`src/rtl/march_bist_ctrl.sv`:
```
`default_nettype none
// ============================================================================
// Module   : march_bist_ctrl
// Purpose  : March C- built-in self-test controller for one port of a RAM.
//            Runs E0 up(w0); E1 up(r0,w1); E2 up(r1,w0); E3 down(r0,w1);
//            E4 down(r1,w0); E5 up(r0) once per start pulse. It checks the
//            registered read data one cycle after each read and reports
//            pass/fail plus the first failing address/expected/actual word.
// Ports    : clk        - single clock (RAM port shares it)
//            reset      - asynchronous active-low reset
//            start      - test start pulse, honoured only when idle
//            busy       - high while the march sequence is running
//            done       - one-cycle pulse at end of test
//            pass/fail  - sticky results, cleared on start
//            fail_addr/fail_exp/fail_act - capture of the first mismatch
//            mem_we/mem_re/mem_addr/mem_din - RAM port drive
//            mem_dout   - RAM read data, valid the cycle after mem_re
// Revision : 1.0 - initial release
// ============================================================================
module march_bist_ctrl #(
    parameter int DATA_WIDTH   = 4,
    parameter int ADDR_WIDTH   = 4,
    parameter bit STOP_ON_FAIL = 1'b0
) (
    input  logic                  clk,
    input  logic                  reset,
    input  logic                  start,
    output logic                  busy,
    output logic                  done,
    output logic                  pass,
    output logic                  fail,
    output logic [ADDR_WIDTH-1:0] fail_addr,
    output logic [DATA_WIDTH-1:0] fail_exp,
    output logic [DATA_WIDTH-1:0] fail_act,
    output logic                  mem_we,
    output logic                  mem_re,
    output logic [ADDR_WIDTH-1:0] mem_addr,
    output logic [DATA_WIDTH-1:0] mem_din,
    input  logic [DATA_WIDTH-1:0] mem_dout
);

    localparam logic [2:0] c_st_idle  = 3'd0;
    localparam logic [2:0] c_st_w0    = 3'd1;
    localparam logic [2:0] c_st_rd    = 3'd2;
    localparam logic [2:0] c_st_wr    = 3'd3;
    localparam logic [2:0] c_st_drain = 3'd4;
    localparam logic [2:0] c_st_done  = 3'd5;

    localparam logic [ADDR_WIDTH-1:0] c_addr_first = '0;
    localparam logic [ADDR_WIDTH-1:0] c_addr_last  = '1;
    localparam logic [ADDR_WIDTH-1:0] c_addr_one   = {{(ADDR_WIDTH-1){1'b0}}, 1'b1};
    localparam logic [DATA_WIDTH-1:0] c_zeros      = '0;
    localparam logic [DATA_WIDTH-1:0] c_ones       = '1;

    logic [2:0]            r_state, w_state_nxt;
    logic [2:0]            r_elem,  w_elem_nxt;
    logic [ADDR_WIDTH-1:0] r_addr,  w_addr_nxt;
    logic                  r_cmp_pending;
    logic [ADDR_WIDTH-1:0] r_cmp_addr;
    logic [DATA_WIDTH-1:0] r_cmp_exp;
    logic                  r_pass, r_fail;
    logic [ADDR_WIDTH-1:0] r_fail_addr;
    logic [DATA_WIDTH-1:0] r_fail_exp, r_fail_act;

    logic                  w_down;
    logic                  w_elem_end;
    logic [DATA_WIDTH-1:0] w_rd_exp;
    logic                  w_mismatch;

    // E3/E4 walk the array downwards; all other elements walk upwards.
    assign w_down     = (r_elem == 3'd3) || (r_elem == 3'd4);
    assign w_elem_end = w_down ? (r_addr == c_addr_first) : (r_addr == c_addr_last);
    // E2/E4 expect the all-ones background; E1/E3/E5 expect all-zeros.
    // The write in each r,w pair stores the complement of what was read.
    assign w_rd_exp   = r_elem[0] ? c_zeros : c_ones;
    // Only the first mismatch is of interest; later ones are ignored.
    assign w_mismatch = r_cmp_pending && (mem_dout != r_cmp_exp) && !r_fail;

    always_comb begin
        w_state_nxt = r_state;
        w_elem_nxt  = r_elem;
        w_addr_nxt  = r_addr;
        case (r_state)
            c_st_idle: begin
                if (start) begin
                    w_state_nxt = c_st_w0;
                    w_elem_nxt  = 3'd0;
                    w_addr_nxt  = c_addr_first;
                end
            end
            c_st_w0: begin
                if (r_addr == c_addr_last) begin
                    w_state_nxt = c_st_rd;
                    w_elem_nxt  = 3'd1;
                    w_addr_nxt  = c_addr_first;
                end else begin
                    w_addr_nxt  = r_addr + c_addr_one;
                end
            end
            c_st_rd: begin
                if (r_elem == 3'd5) begin
                    // E5 is read-only: stay in RD, stepping up to the top.
                    if (r_addr == c_addr_last) begin
                        w_state_nxt = c_st_drain;
                    end else begin
                        w_addr_nxt  = r_addr + c_addr_one;
                    end
                end else begin
                    w_state_nxt = c_st_wr;
                end
            end
            c_st_wr: begin
                w_state_nxt = c_st_rd;
                if (w_elem_end) begin
                    w_elem_nxt = r_elem + 3'd1;
                    // Entering E3 or E4 starts from the top of the array.
                    w_addr_nxt = ((r_elem == 3'd2) || (r_elem == 3'd3)) ? c_addr_last
                                                                        : c_addr_first;
                end else begin
                    w_addr_nxt = w_down ? (r_addr - c_addr_one) : (r_addr + c_addr_one);
                end
            end
            c_st_drain: begin
                // Gives the final E5 read its compare cycle.
                w_state_nxt = c_st_done;
            end
            c_st_done: begin
                w_state_nxt = c_st_idle;
                w_elem_nxt  = 3'd0;
                w_addr_nxt  = c_addr_first;
            end
            default: begin
                w_state_nxt = c_st_idle;
            end
        endcase
        if (STOP_ON_FAIL && w_mismatch) begin
            w_state_nxt = c_st_done;
        end
    end

    always_ff @(posedge clk or negedge reset) begin
        if (!reset) begin
            r_state       <= c_st_idle;
            r_elem        <= 3'd0;
            r_addr        <= c_addr_first;
            r_cmp_pending <= 1'b0;
            r_cmp_addr    <= c_addr_first;
            r_cmp_exp     <= c_zeros;
            r_pass        <= 1'b0;
            r_fail        <= 1'b0;
            r_fail_addr   <= c_addr_first;
            r_fail_exp    <= c_zeros;
            r_fail_act    <= c_zeros;
        end else begin
            r_state       <= w_state_nxt;
            r_elem        <= w_elem_nxt;
            r_addr        <= w_addr_nxt;
            r_cmp_pending <= (r_state == c_st_rd);
            if (r_state == c_st_rd) begin
                r_cmp_addr <= r_addr;
                r_cmp_exp  <= w_rd_exp;
            end
            if ((r_state == c_st_idle) && start) begin
                r_pass      <= 1'b0;
                r_fail      <= 1'b0;
                r_fail_addr <= c_addr_first;
                r_fail_exp  <= c_zeros;
                r_fail_act  <= c_zeros;
            end else begin
                if (w_mismatch) begin
                    r_fail      <= 1'b1;
                    r_fail_addr <= r_cmp_addr;
                    r_fail_exp  <= r_cmp_exp;
                    r_fail_act  <= mem_dout;
                end
                // The last compare may flag a mismatch on the same edge that
                // enters DONE, so the verdict folds that in.
                if ((w_state_nxt == c_st_done) && (r_state != c_st_done)) begin
                    r_pass <= !(r_fail || w_mismatch);
                end
            end
        end
    end

    assign busy      = (r_state == c_st_w0) || (r_state == c_st_rd) ||
                       (r_state == c_st_wr) || (r_state == c_st_drain);
    assign done      = (r_state == c_st_done);
    assign pass      = r_pass;
    assign fail      = r_fail;
    assign fail_addr = r_fail_addr;
    assign fail_exp  = r_fail_exp;
    assign fail_act  = r_fail_act;
    assign mem_we    = (r_state == c_st_w0) || (r_state == c_st_wr);
    assign mem_re    = (r_state == c_st_rd);
    assign mem_addr  = r_addr;
    assign mem_din   = (r_state == c_st_wr) ? ~w_rd_exp : c_zeros;

endmodule
`default_nettype wire
```
`config.mk`:
```
export PLATFORM = sky130hd
export DESIGN_NAME = march_bist_ctrl
export DESIGN_NICKNAME = d
export VERILOG_FILES = /design/src/rtl/march_bist_ctrl.sv
export SDC_FILE = /design/constraint.sdc
export NUM_CORES = 1
export LEC_CHECK = 0
export CAP_MARGIN = 15
export CORE_ASPECT_RATIO = 0.7
export CORE_UTILIZATION = 55
export DETAILED_ROUTE_END_ITERATION = 6
export PLACE_DENSITY_LB_ADDON = 0.25
export SYNTH_ARGS = -nofsm -noshare
export SYNTH_HDL_FRONTEND = slang
export SYNTH_SLANG_ARGS = --single-unit
export TNS_END_PERCENT = 100
```
`constraint.sdc`:
```
create_clock -name clk -period 4.35 [get_ports clk]
set_clock_uncertainty 0.2 [all_clocks]
set_input_delay 0.87 -clock clk [delete_from_list [all_inputs] [get_ports clk]]
set_output_delay 0.87 -clock clk [all_outputs]
set_load 0.02 [all_outputs]
```
== After elaboration in Yosys (flattened, before gate mapping) ==
Index checks and enable logic that the tools add are counted.
Storage, ports and cells
  bits in read-only memories: 0
  memory bits (writable): 0
  bits in latches: 0
  logic and storage cells: 84
  register bits: 33
  memories: 0
Operators by class
  $lt $le $gt $ge: 0
  equal/unequal tests: 18
  multipliers: 0
  shift operators: 0
  bitwise gates (word level): 1
  divide/modulo/power cells: 0
  $add $sub $neg: 3
  reductions and logical operators: 21
  muxes and demuxes: 30
Operators by type and width (count)
  4-bit two-way mux: 15
  3-bit two-way mux: 7
  4-bit one-hot mux with 5 select lines: 1
  3-bit equality test, second input constant: 5
  3-bit one-hot mux with 5 select lines: 1
  3-bit by 2-bit equality test with 1-bit output, second input constant: 4
  3-bit one-hot mux with 4 select lines: 1
  2-bit inequality test, second input constant: 4
  4-bit AND reduction: 2
  1-bit logical OR: 7
  1-bit two-way mux: 5
  5-bit nonzero test: 1
  4-bit by 1-bit adder with 4-bit output, second input constant: 1
  4-bit equality test, second input constant: 1
  1-bit logical AND: 4
  4-bit zero test: 1
  4-bit inequality test: 1
  4-bit NOT: 1
  2-bit nonzero test: 2
  4-bit nonzero test: 1
  4-bit by 1-bit subtractor with 4-bit output, second input constant: 1
  3-bit by 1-bit adder with 3-bit output, second input constant: 1
  3-bit by 1-bit equality test with 1-bit output, second input constant: 1
  3-bit zero test: 1
  other kinds (3): 4

== Logic depth before layout (Yosys ltp) ==
Gate-level depths: netlist of the first run.
  depth after elaboration: 8
  depth in mapped cells: 7
  depth with buffers taken out: 7

== Worst setup path after synthesis of the first run ==
Ideal clock, no wire load.
  path type: reg2out
  start: reg r_state[2]
  end: out mem_din[1]
  cell stages (with the launch flop): 4
  setup slack: 1983 ps
  data required time: 3280 ps
  arrival time: 1297 ps
  cell sequence: dfrtp_1 nand2b_1 nor2_1 buf_4
On the way
  cells in the longest elaborated chain, start to end: 2
Ends and longest elaborated chain
  from (decl): RTL line 55  | logic [2:0] r_state, w_state_nxt;
  from (signal assigned): RTL line 143  | r_state <= c_st_idle;
  from (signal assigned): RTL line 155  | r_state <= w_state_nxt;
  3-bit by 2-bit equality test with 1-bit output: RTL line 196  | assign mem_din = (r_state == c_st_wr) ? ~w_rd_exp : c_zeros;
  4-bit two-way mux: RTL line 196
  to (decl): RTL line 38  | output logic [DATA_WIDTH-1:0] mem_din,
Every way passes these cells.

== Worst setup path in the final report of the first run ==
  start: reg r_state[1]
  end: out mem_re
On the way
  cells in the longest elaborated chain, start to end: 1
Ends and longest elaborated chain
  3-bit by 2-bit equality test with 1-bit output: RTL line 194  | assign mem_re = (r_state == c_st_rd);
  to (decl): RTL line 36  | output logic mem_re,
Every way passes these cells.

==> flow_summary_export.csv, run 1 <==
group,metric,value,unit
synth,synth_area,1640,um2
drt,vias,1348,
global_route,grt_max_degree,28,
synth,synth-edff-count,0,
worst_hold_path,hold_class,"register to register",
clock_tree,cts_tree,"done",
synth,synthArstFlopShare,100,%
finish,diodes,0,
drt,drc,0,
die,ios,33,
drt,dr.pass1.iters,4,
synth,synthTopCellsByArea,"dfrtp_1, a22o_1, nand2_1, ha_1, buf_4",
global_route,grt_usage,24.1,%
die,fp.dieW,67.3,um
outcome,status,"finished clean",
timing,drv_slew,0,
synth,synthTopCellsByCount,"dfrtp_1, nand2_1, a22o_1",
job,drv_cap,0,
worst_setup_path,worstPathCellList,"or3b_1, inv_1, clkdlybuf4s50_1",
worst_hold_path,min_from,"r_cmp_addr[0]$_DFFE_PN0P_",
clock_tree,cts_buffers,3,
placed_design,postPlaceCellArea,1890,um2
placed_design,dp_hpwl,2.60,mm
synth,synth_area_leader_cell,"dfrtp_1",
finish,nFillCells,217,
timing,finalCritPeriodShare,76.6,%
synth,ys_warn_count,0,
clock_tree,cts-root-buf,"clkbuf_8",
drt,viasPerCell,6.02,
worst_setup_path,reg2reg_from,"mem_addr[0]$_DFFE_PN0P_",
global_route,grt_pass1_vias,1196,
global_route,grt_pass1_wl,5.61,mm
placed_design,portBuffers,32,
worst_setup_path,setup.worst_path.start,"r_state[1]$_DFF_PN0_",
synth,yosys.area.top_type_share,41.1,%
finish,nets,201,
worst_setup_path,startpoint_type,"register",
worst_setup_path,path_max_fanout,16,
worst_setup_path,cp-end-kind,"output port",
drt,detail-route-antenna-nets,0,
synth,ys_ff_latch,27,
worst_setup_path,cp_num_buf_inv,2,
global_route,overflow,0,
placed_design,place.gp.congestion,0.824,
clock_tree,ctsHoldBuffers,0,
power_and_ir_drop,power_density,223,nW/um2
synth,synth_cells,165,
die,die_area,3220,um2
clock_tree,worstSkewPairLatency,0.28,ns
finish,seq_area,676,um2
die,core,2820,um2
clock_tree,htreeDepth,1,
timing,rsz0062_at_grt,"no",
finish,design_area,1940,um2
worst_setup_path,worstPathRequired,3.28,ns
power_and_ir_drop,leakagePower,0.857,nW
timing,finalHoldViolations,0,
timing,clock.fmax,0.300,GHz
timing,fin_tns_setup,0,ns
timing,worst_hold_slack,0.307,ns
synth,yosysUniqueCellTypes,46,
timing,setup_viol,0,
clock_tree,post_cts_buffers,0,
global_route,grt_antenna_before_repair,0,
synth,synth_seq_area_share,41.1,%
synth,yosysMostFrequentCell,"dfrtp_1",
finish,drive_above_1_share,10.6,%
die,fp.dieH,47.7,um
finish,multi_input_area,812,um2
die,num_rows,16,
worst_setup_path,cp.arrival,2.26,ns
clock_tree,ctsResizeCount,0,
power_and_ir_drop,peakVddDrop,0.000166,V
drt,drt_iter0_drc,86,
synth,syn_area_per_cell,9.96,um2
worst_setup_path,path_delay_family,"buffers and inverters",
worst_setup_path,critical_path_class,"register to output port",
worst_setup_path,max_stage_delay,0.64,ns
placed_design,post-place-ws,1.34,ns
timing,worst_pin_slew,0.626,ns
synth,synthFlopType,"dfrtp_1",
clock_tree,clock_sinks,27,
timing,final.setup.worst_slack,1.02,ns
drt,finalWirelength,3.57,mm
finish,area_growth_syn_to_layout,18.0,%
die,initial_utilization,58.2,%
clock_tree,clockBufferDepth,2,
clock_tree,clkTransAtPathRegs,0.10,ns
timing,slew_headroom,58.0,%
synth,syn_nets,177,
worst_setup_path,slowest_stage,"dfrtp_1",
drt,routedWlPerCell,15.9,um
timing,fin_crit,3.33,ns
layout make-up:
cell class	count	share of cell area, %
clock buffers	3	2.13
clock inverters	1	0.387
inverters	8	1.55
multi-input cells	116	41.9
flip-flops and latches	27	34.8
well taps	36	2.32
repair buffers	33	16.9
report_power, final:
group          internal [mW]  total [mW]  switching [mW]
clock network         0.0652       0.149          0.0841
registers              0.254       0.256         0.00172
logic                 0.0137      0.0268          0.0131
total                  0.333       0.432          0.0988
placed cells by master (no fill, tap or decap), drive strengths merged, types with 2 or more instances in the layout:
master / instances
clkdlybuf4s50: 32
dfrtp: 27
nand2: 20
o21ai: 11
a22o: 10
inv: 8
a21oi: 8
nor2: 8
nand3: 6
ha: 5
nor3: 5
nand2b: 4
and3: 4
a22oi: 3
xnor2: 3
a32o: 3
clkbuf: 3
mux2i: 3
nand4: 2
nand3b: 2
xor2: 2
o31ai: 2
metal layers:
metal  part of all wire (%)  GRT usage [%]
met5                      0              0
met4                   0.34           4.68
met3                    5.6           4.29
met2                     46           38.0
met1                     48           35.1
cells by family (layout without fill, tap and decap cells):
family                     after synthesis  count (layout)  share of synthesized area (%)
AOI/OAI and AO/OA                       44              44                           20.1
xor gates and xnor gates                 5               5                           2.66
adders and majority gates                5               5                           3.81
buffers and inverters                   22              45                           9.51
DFF                                     27              27                           41.1
muxes                                    4               4                           2.97
and+or+nand+nor                         58              58                           19.9
sequential cells by signal, summed over array words and instances (netlist names), 3 cells and up:
name and cells:
fail_act 4, fail_addr 4, mem_addr 4, r_cmp_addr 4, r_elem 3, r_state 3
final timing paths:
kind                                             to  slack (ns)  cells after the start
max in group asynchronous     r_elem[1]$_DFFE_PN0P_        2.94                      2
min in group asynchronous   mem_addr[3]$_DFFE_PN0P_        0.74                      2
hold / removal             fail_addr[0]$_DFFE_PN0P_        0.31                      1
setup reg to reg            mem_addr[2]$_DFFE_PN0P_        2.31                      6
hold reg to reg            fail_addr[0]$_DFFE_PN0P_        0.31                      1
setup / recovery                             mem_re        1.02                      3
stage by stage:
stage / std cells / utilization, % / total power [mW]
after global routing: 224 / 68.7 / 0.447
after detailed placement: 220 / 67.0 / 0.288
after floorplan: 165 / - / 0.269
after global placement: 220 / 67.0 / 0.287
final: 224 / 68.7 / 0.432
after CTS: 224 / 68.7 / 0.438
Power figures use the tool's default switching activity.
==> run 2: changes to the inputs <==
- CORE_UTILIZATION: 55 -> 46
- clock period: 4.35 -> 3.05 ns (I/O delays scaled with it)
==> run 2 against run 1 <==
Net effect:
- sequential power is 43% higher
- combinational power rose by 43%
- die area increased by 19%
- clock power increased by 40%
- sequential share of layout area fell by 0.38 points
- largest power group unchanged
==> flow_summary_export.csv, run 2 (synthesized netlist as in run 1, its figures left out) <==
group,metric,value,unit
clock_tree,ctsResizeCount,0,
outcome,status,"finished clean",
timing,finalHoldViolations,0,
timing,finalCritPeriodShare,94.8,%
die,fp.dieH,52.0,um
timing,fin_crit,2.89,ns
drt,drc,0,
worst_setup_path,critical_path_class,"register to output port",
finish,nets,202,
worst_hold_path,hold_class,"register to register",
timing,drv_slew,0,
clock_tree,cts_buffers,3,
worst_setup_path,reg2reg_from,"mem_addr[0]$_DFFE_PN0P_",
global_route,overflow,0,
clock_tree,htreeDepth,1,
placed_design,postPlaceCellArea,1910,um2
worst_setup_path,ff2ff_path_depth,6,
die,initial_utilization,50.2,%
drt,top_layer,"met4",
global_route,grt_max_degree,28,
global_route,grt_usage,21.0,%
clock_tree,clock_sinks,27,
worst_setup_path,worstPathCellList,"nand2b_1, nor2_1, clkdlybuf4s50_1",
timing,slew_headroom,59.8,%
placed_design,dp_hpwl,2.67,mm
placed_design,placed_cells,232,
worst_setup_path,cp.arrival,2.08,ns
power_and_ir_drop,switching_share,22.3,%
finish,final_cells,236,
drt,met1_length,1.78,mm
clock_tree,ctsHoldBuffers,0,
finish,final_common_cell,"clkdlybuf4s50_1",
worst_setup_path,startpoint_type,"register",
timing,rsz0062_at_grt,"no",
power_and_ir_drop,power_switching,0.136,mW
drt,vias,1326,
die,die_area,3820,um2
drt,wl_met3,148,um
global_route,grt_pass1_vias,1243,
power_and_ir_drop,power_density,311,nW/um2
worst_setup_path,path_delay_family,"buffers and inverters",
power_and_ir_drop,peakVddDrop,0.000173,V
power_and_ir_drop,combPwrFrac,6.3,%
power_and_ir_drop,p_int,0.475,mW
finish,drive_above_1_share,11.1,%
clock_tree,cts-root-buf,"clkbuf_8",
worst_setup_path,timing.rr.end,"mem_addr[2]$_DFFE_PN0P_",
drt,wl_met2,1.58,mm
placed_design,place.gp.congestion,0.851,
timing,setup_viol,0,
worst_setup_path,cp_num_buf_inv,1,
finish,diodes,0,
global_route,grt_antenna_before_repair,0,
worst_setup_path,worstPathRequired,2.24,ns
clock_tree,cts_tree,"done",
job,drv_cap,0,
clock_tree,clkTransAtPathRegs,0.10,ns
power_and_ir_drop,leakagePower,0.862,nW
clock_tree,clockBufferDepth,2,
drt,drt_iter0_drc,55,
worst_setup_path,path_max_fanout,16,
worst_setup_path,r2r_setup_slack,0.97,ns
worst_setup_path,cp-end-kind,"output port",
finish,design_area,1960,um2
power_and_ir_drop,pwr-share-seq,59.7,%
placed_design,portBuffers,32,
worst_setup_path,max_stage_delay,0.66,ns
timing,worst_pin_slew,0.600,ns
die,num_rows,17,
worst_setup_path,setup.worst_path.start,"r_state[2]$_DFF_PN0_",
die,fp.dieW,73.5,um
drt,dr.pass1.iters,4,
drt,finalWirelength,3.52,mm
timing,fin_tns_setup,0,ns
worst_setup_path,endpoint,"mem_din[1]",
timing,clock.fmax,0.346,GHz
clock_tree,worstSkewPairLatency,0.27,ns
drt,detail-route-antenna-nets,0,
drt,viasPerCell,5.62,
finish,final_cell_mix,"clkdlybuf4s50_1, dfrtp_1, nand2_1",
worst_setup_path,worst-path-stages,3,
global_route,grt_pass1_wl,6.01,mm
die,core,3280,um2
drt,routedWlPerCell,14.9,um
finish,area_growth_syn_to_layout,19.3,%
worst_setup_path,slowest_stage,"clkdlybuf4s50_1",
clock_tree,post_cts_buffers,0,
die,ios,33,
power_and_ir_drop,pwr-share-clk,34.0,%
run 2: how the worst min path moves through the flow:
stage	from	to	slack [ns]	depth (start not counted)
final	r_cmp_addr[2]$_DFFE_PN0P_	r_cmp_addr[2]$_DFFE_PN0P_	0.30	2
after global routing	r_cmp_addr[2]$_DFFE_PN0P_	r_cmp_addr[2]$_DFFE_PN0P_	0.32	2
after CTS	r_cmp_addr[2]$_DFFE_PN0P_	r_cmp_addr[2]$_DFFE_PN0P_	0.30	2
after detailed placement	r_cmp_addr[2]$_DFFE_PN0P_	r_cmp_addr[2]$_DFFE_PN0P_	0.28	2
after global placement	r_cmp_addr[2]$_DFFE_PN0P_	r_cmp_addr[2]$_DFFE_PN0P_	0.27	2
after floorplan	reset	fail$_DFFE_PN0P_	0.11	0
run 2: area by class of cell:
cell class | instances | area (um2)
Inverter | 8 | 30.0
Clock buffer | 3 | 41.3
Timing Repair Buffer | 34 | 335
Clock inverter | 1 | 7.51
Sequential cell | 27 | 676
Fill cell | 306 | 1320
Tap cell | 47 | 58.8
Multi-Input combinational cell | 116 | 812
run 2: stage by stage:
step           power [mW]  hold slack [ns]  utilization [%]  setup slack (ns)
2_1_floorplan       0.383            0.114                -             0.943
5_1_grt             0.640            0.317             59.9            0.0433
6_report            0.611            0.297             59.9             0.158
3_5_place_dp        0.411            0.277             58.4             0.477
3_3_place_gp        0.410            0.269             58.4             0.538
4_1_cts             0.621            0.301             59.9             0.155
run 2: layer usage:
metal / vias to the layer above / global-route usage [%]
li1: 632 / -
met1: 659 / 30.4
met2: 33 / 32.1
met3: 2 / 4.65
met4: 0 / 4.81
met5: - / 0
run 2: worst register-to-register path: stages, from the launching register on:
cell and delay (ns):
dfrtp_1 0.46, ha_1 0.28, nand3_1 0.21, nand4_1 0.16, a32o_1 0.37, a22oi_1 0.21
o21ai_1 0.09
run 2: power by group through the flow:
stage	sequential, mW	combinational, mW	clock, mW
6_report	0.365	0.0383	0.208
5_1_grt	0.365	0.0423	0.233
4_1_cts	0.365	0.0392	0.218
3_5_place_dp	0.372	0.0390	0
3_3_place_gp	0.371	0.0387	0
2_1_floorplan	0.377	0.00575	0
